<file path="src/rtl/pixie_pkg.sv">
// Shared timing constants and DMA state type for the CDP1861 Pixie video generator.
// Timing is counted in CPU machine cycles (mc) and scan lines.
package pixie_pkg;

    localparam int MC_PER_LINE    = 14;
    localparam int LINES          = 262;
    localparam int FIRST_LINE     = 80;
    localparam int DISP_LINES     = 128;
    localparam int BYTES_PER_LINE = 8;
    localparam int DMA_START_MC   = 2;
    localparam int HSYNC_MCS      = 2;
    localparam int VSYNC_LINES    = 16;

    // The CPU sees INT two lines and EF1 four lines ahead of the window edges
    localparam int INT_FIRST      = FIRST_LINE - 2;
    localparam int EF1_TOP_FIRST  = FIRST_LINE - 4;
    localparam int EF1_BOT_FIRST  = FIRST_LINE + DISP_LINES - 4;
    localparam int LAST_DISP_LINE = FIRST_LINE + DISP_LINES - 1;

    localparam int MC_W   = $clog2(MC_PER_LINE);
    localparam int LINE_W = $clog2(LINES);
    localparam int BYTE_W = $clog2(BYTES_PER_LINE + 1);

    typedef enum logic [1:0] {
        DMA_IDLE,
        DMA_REQ,
        DMA_DONE
    } dmaState_t;

endpackage

</file>
<file path="src/rtl/pixie_shifter.sv">
// Byte-wide pixel serialiser: parallel load beats shift, output blanked outside
// the display window.
module pixie_shifter (
    input  logic       CLOCK,
    input  logic       CLEAR_N,
    input  logic       i_load,
    input  logic [7:0] i_data,
    input  logic       i_enable,
    output logic       o_pixel
);

    logic [7:0] r_shift;
    logic       r_pixel;

    always_ff @(posedge CLOCK) begin
        if (!CLEAR_N) begin
            r_shift <= '0;
            r_pixel <= 1'b0;
        end else begin
            r_pixel <= i_enable & r_shift[7];
            if (i_load) begin
                r_shift <= i_data;
            end else begin
                r_shift <= {r_shift[6:0], 1'b0};
            end
        end
    end

    assign o_pixel = r_pixel;

endmodule

</file>
<file path="src/rtl/cdp1861_pixie.sv">
// CDP1861-style video generator: machine-cycle timebase, DMA-out request FSM,
// CPU interrupt/flag decode and sync generation, feeding a pixel serialiser.
module cdp1861_pixie
    import pixie_pkg::*;
(
    input  logic       CLOCK,
    input  logic       CLEAR_N,
    input  logic       mc_en,
    input  logic       disp_on,
    input  logic       disp_off,
    input  logic       dma_ack,
    input  logic [7:0] dma_data,
    output logic       dma_out_req,
    output logic       INT_N,
    output logic       EF1_N,
    output logic       pixel,
    output logic       de,
    output logic       hsync_n,
    output logic       vsync_n
);

    logic [MC_W-1:0]   r_mcCnt;
    logic [LINE_W-1:0] r_lineCnt;
    logic [BYTE_W-1:0] r_byteCnt;
    logic              r_dispEn;
    logic              r_lineActive;
    dmaState_t         r_state;
    dmaState_t         w_nextState;

    logic r_dmaOutReq;
    logic r_intN;
    logic r_ef1N;
    logic r_hsyncN;
    logic r_vsyncN;

    logic w_mcLast;
    logic w_mcWrap;
    logic w_lineLast;
    logic w_inWindow;
    logic w_intLines;
    logic w_ef1Lines;
    logic w_load;

    assign w_mcLast   = (r_mcCnt == MC_W'(MC_PER_LINE - 1));
    assign w_mcWrap   = mc_en && w_mcLast;
    assign w_lineLast = (r_lineCnt == LINE_W'(LINES - 1));
    assign w_inWindow = (r_lineCnt >= LINE_W'(FIRST_LINE)) &&
                        (r_lineCnt <= LINE_W'(LAST_DISP_LINE));
    assign w_intLines = (r_lineCnt == LINE_W'(INT_FIRST)) ||
                        (r_lineCnt == LINE_W'(INT_FIRST + 1));
    assign w_ef1Lines = ((r_lineCnt >= LINE_W'(EF1_TOP_FIRST)) &&
                         (r_lineCnt <= LINE_W'(FIRST_LINE - 1))) ||
                        ((r_lineCnt >= LINE_W'(EF1_BOT_FIRST)) &&
                         (r_lineCnt <= LINE_W'(LAST_DISP_LINE)));
    assign w_load     = (r_state == DMA_REQ) && dma_ack;

    always_ff @(posedge CLOCK) begin
        if (!CLEAR_N) begin
            r_mcCnt   <= '0;
            r_lineCnt <= '0;
        end else if (mc_en) begin
            if (w_mcLast) begin
                r_mcCnt   <= '0;
                r_lineCnt <= w_lineLast ? '0 : r_lineCnt + 1'b1;
            end else begin
                r_mcCnt <= r_mcCnt + 1'b1;
            end
        end
    end

    // line_active is only re-evaluated during machine cycle 0 so a mid-line
    // display change never produces a partial line.
    always_ff @(posedge CLOCK) begin
        if (!CLEAR_N) begin
            r_dispEn     <= 1'b0;
            r_lineActive <= 1'b0;
        end else begin
            if (disp_off) begin
                r_dispEn <= 1'b0;
            end else if (disp_on) begin
                r_dispEn <= 1'b1;
            end
            if (r_mcCnt == '0) begin
                r_lineActive <= r_dispEn && w_inWindow;
            end
        end
    end

    always_ff @(posedge CLOCK) begin
        if (!CLEAR_N) begin
            r_state   <= DMA_IDLE;
            r_byteCnt <= '0;
        end else begin
            r_state <= w_nextState;
            if ((r_state == DMA_IDLE) && (w_nextState == DMA_REQ)) begin
                r_byteCnt <= '0;
            end else if (w_load) begin
                r_byteCnt <= r_byteCnt + 1'b1;
            end
        end
    end

    // The request drops on the edge that accepts the last byte, so the CPU
    // never sees a ninth DMA slot on a full line.
    always_comb begin
        w_nextState = r_state;
        unique case (r_state)
            DMA_IDLE: begin
                if (mc_en && (r_mcCnt == MC_W'(DMA_START_MC)) && r_lineActive && !disp_off) begin
                    w_nextState = DMA_REQ;
                end
            end
            DMA_REQ: begin
                if (disp_off || w_mcWrap) begin
                    w_nextState = DMA_IDLE;
                end else if ((w_load && (r_byteCnt == BYTE_W'(BYTES_PER_LINE - 1))) ||
                             (r_byteCnt == BYTE_W'(BYTES_PER_LINE)) || w_mcLast) begin
                    w_nextState = DMA_DONE;
                end
            end
            DMA_DONE: begin
                if (w_mcWrap) begin
                    w_nextState = DMA_IDLE;
                end
            end
            default: w_nextState = DMA_IDLE;
        endcase
    end

    always_ff @(posedge CLOCK) begin
        if (!CLEAR_N) begin
            r_dmaOutReq <= 1'b0;
            r_intN      <= 1'b1;
            r_ef1N      <= 1'b1;
            r_hsyncN    <= 1'b1;
            r_vsyncN    <= 1'b1;
        end else begin
            r_dmaOutReq <= (w_nextState == DMA_REQ);
            r_intN      <= !(r_dispEn && w_intLines);
            r_ef1N      <= !w_ef1Lines;
            r_hsyncN    <= (r_mcCnt >= MC_W'(HSYNC_MCS));
            r_vsyncN    <= (r_lineCnt >= LINE_W'(VSYNC_LINES));
        end
    end

    pixie_shifter u_shifter (
        .CLOCK    (CLOCK),
        .CLEAR_N  (CLEAR_N),
        .i_load   (w_load),
        .i_data   (dma_data),
        .i_enable (r_lineActive),
        .o_pixel  (pixel)
    );

    assign dma_out_req = r_dmaOutReq;
    assign INT_N       = r_intN;
    assign EF1_N       = r_ef1N;
    assign de          = r_lineActive;
    assign hsync_n     = r_hsyncN;
    assign vsync_n     = r_vsyncN;

endmodule

</file>
<file path="config.mk">
export PLATFORM = sky130hd
export DESIGN_NAME = cdp1861_pixie
export DESIGN_NICKNAME = d
export VERILOG_FILES = /design/src/rtl/pixie_pkg.sv /design/src/rtl/pixie_shifter.sv /design/src/rtl/cdp1861_pixie.sv
export SDC_FILE = /design/constraint.sdc
export NUM_CORES = 1
export LEC_CHECK = 0
export BUFFER_PORTS_ARGS = -buffer_cell sky130_fd_sc_hd__clkbuf_2
export CORE_MARGIN = 10
export CORE_UTILIZATION = 40
export DETAILED_ROUTE_END_ITERATION = 12
export GPL_TIMING_DRIVEN = 0
export PLACE_DENSITY = 0.57
export REMOVE_ABC_BUFFERS = 1
export SLEW_MARGIN = 25
export SYNTH_ARGS = -nofsm -noshare
export SYNTH_HDL_FRONTEND = slang
export SYNTH_HIERARCHICAL = 1
export SYNTH_SLANG_ARGS = --single-unit
export TNS_END_PERCENT = 10
</file>
<file path="constraint.sdc">
create_clock -name CLOCK -period 2.05 [get_ports CLOCK]
set_input_delay 0.205 -clock CLOCK [delete_from_list [all_inputs] [get_ports CLOCK]]
set_output_delay 0.205 -clock CLOCK [all_outputs]
set_load 0.05 [all_outputs]
</file>
==> reports/qor.csv <==
metric;value;unit
grt_max_degree;25;
p_per_area;713;nW/um2
cts_tree;done;
num_rows;23;
hold_class;input port to register;
synth_seq_cells;35;
dp_slack;0.279;ns
power;1300;uW
crit_required;2.23;ns
finalCritPeriodShare;85.5;%
hpwlAfterDp;2320;um
clockBufferDepth;2;
detail_route.wl_per_cell;13.1;um
die_area;7110;um2
tightest_slew;0.695;ns
leakagePower;0.000642;uW
ios;21;
finalSetupViolations;0;
syn_to_final_growth;10.6;%
crit_fanout;12;
startpoint_type;register;
final_cell_mix;dfxtp_1, clkbuf_2, nor2_1;
yosys_warnings;6;
grt_pass1_wl;5290;um
clock_skew;0.00419;ns
setup_tns;0;ns
multiInputGateArea;836;um2
htree_levels;2;
p_comb_share;4.6;%
num_vias;1233;
postLayoutCellArea;1830;um2
die_h;84.3;um
cp-end-kind;register;
max_clock_freq;571;MHz
setup_ws;0.298;ns
p_seq_share;53.7;%
seq_area;701;um2
synth-edff-count;0;
clkPwrFrac;41.7;%
status;completed;
path_class;register to register;
firstDrtPassIters;4;
antenna_found_initial;0;
internal_power;1020;uW
swShare;21.8;%
drcViolationCount;0;
final_nets;207;
ys_async_sr_fraction;0;%
coreArea;4000;um2
hold_depth;3;
peakVddDrop;0.387;mV
die_x;84.3;um
syn_area;1650;um2
final_hold_viol_count;0;
fin_crit;1.75;ns
hold_buffers;0;
start_util;41.4;%
rsz0062_at_grt;false;
gp_congestion;0.797;
root_buffer;clkbuf_8;
cts_buffers;5;
vias_per_cell;5.18;
cts_sinks;35;
worst_r2r_path_depth;4;
final_common_cell;dfxtp_1;
p_sw;284;uW
grt_pass1_vias;1190;
place_area;1730;um2
drv_slew;0;
critPathArrivalTime;1.93;ns
syn_area_per_cell;9.79;um2
cap_violations;0;
grt.overflow.total;0;
drtAntennaViolNets;0;
postCtsSetupBuffers;0;
synth_cell_types;45;
cts_resized;0;
routed_wl;3120;um
maxSlewHeadroom;53.1;%
fillers;386;
port_buffers;20;
synth_flop_cell;dfxtp_1;
yosysSeqAreaShare;42.4;%
grtUsageTotal;8.89;%
netlist_instances;169;
final_util;45.7;%
path_clk_slew;0.07;ns
diodes;0;
clk_latency;0.28;ns
drive_gt1_share;18.6;%
drt_first_iter_violations;33;
==> power groups by stage <==
stage | registers (uW) | logic (uW) | clock network [uW]
final | 700 | 60.2 | 543
after global routing | 701 | 67.8 | 590
after CTS | 699 | 61.1 | 562
after detailed placement | 715 | 60.9 | 0
after global placement | 715 | 59.9 | 0
after floorplan | 722 | 23.6 | 0
==> critical path: stages (launching register included) <==
cell     delay, ns
dfxtp_1       0.35
and3b_1       0.60
nand2_1       0.17
o31a_1        0.30
a32o_1        0.22
==> cell families (layout without fill, tap and decap cells) <==
logic type	after synthesis	count (layout)	synth area share, %
buf+inv	17	36	7.11
flops	35	35	42.4
compound gates	17	17	8.78
xor+xnor	12	12	6.35
mux	8	8	4.84
simple gates	74	74	26.0
fa+ha+maj	6	6	4.54
==> synthesized netlist by cell type (2+ instances only) <==
library cell | instances | share of area, %
nor2b_1 | 8 | 3.0
o41ai_1 | 2 | 1.1
buf_6 | 3 | 2.0
a32o_1 | 2 | 1.2
a21oi_1 | 2 | 0.61
nor4b_1 | 2 | 1.1
dfxtp_1 | 35 | 42
nand4_1 | 3 | 1.1
xor2_1 | 2 | 1.1
a21boi_0 | 2 | 0.91
inv_1 | 8 | 1.8
ha_1 | 6 | 4.5
o2111ai_1 | 2 | 1.1
nor4_1 | 4 | 1.5
nor2_1 | 16 | 3.6
buf_2 | 3 | 0.91
and3b_1 | 2 | 1.1
and3_1 | 2 | 0.76
clkbuf_8 | 2 | 1.7
nand2_1 | 8 | 1.8
nor3_1 | 4 | 1.2
nand4b_1 | 2 | 1.1
xnor2_1 | 10 | 5.3
mux2i_1 | 8 | 4.8
nand2b_1 | 2 | 0.76
nand3_1 | 9 | 2.7
nor3b_1 | 2 | 0.91
==> flip-flops by register name (all words and copies together) (netlist names) <==
| name | cells |
|---|---|
| de | 1 |
| hsync_n | 1 |
| vsync_n | 1 |
| r_mcCnt | 4 |
| u_shifter/r_shift | 8 |
| r_lineCnt | 9 |
| EF1_N | 1 |
| r_state | 2 |
| INT_N | 1 |
| dma_out_req | 1 |
| u_shifter/o_pixel | 1 |
| r_dispEn | 1 |
| r_byteCnt | 4 |
==> layer usage <==
metal | wire (um) | track usage (%) | up-vias
li1 | - | - | 632
met3 | 156 | 3.57 | 2
met1 | 1460 | 10.3 | 581
met2 | 1480 | 14.2 | 18
met5 | 0 | 0 | -
met4 | 16 | 3.65 | 0
==> metrics by stage <==
| step | hold slack (ns) | std cells |
|---|---|---|
| final | 0.135 | 238 |
| after global routing | 0.145 | 238 |
| after CTS | 0.131 | 238 |
| after detailed placement | 0.427 | 230 |
| after global placement | 0.423 | 230 |
| after floorplan | 0.321 | 160 |
==> path summary, 6_finish.rpt <==
check                  start  slack (ns)     endpoint
setup reg to reg  r_state[1]        0.30  dma_out_req
hold / removal       disp_on        0.14     r_dispEn
hold reg to reg     r_dispEn        0.44        INT_N
setup / recovery  r_state[1]        0.30  dma_out_req
==> area by class of cell <==
type	count	share of cell area, %
Clock buffer	8	5.47
Inverter	8	1.64
Multi-Input combinational cell	117	45.7
Sequential cell	35	38.3
Tap cell	50	3.42
Timing Repair Buffer	20	5.47
No activity file was read; power rests on OpenSTA's default activity.
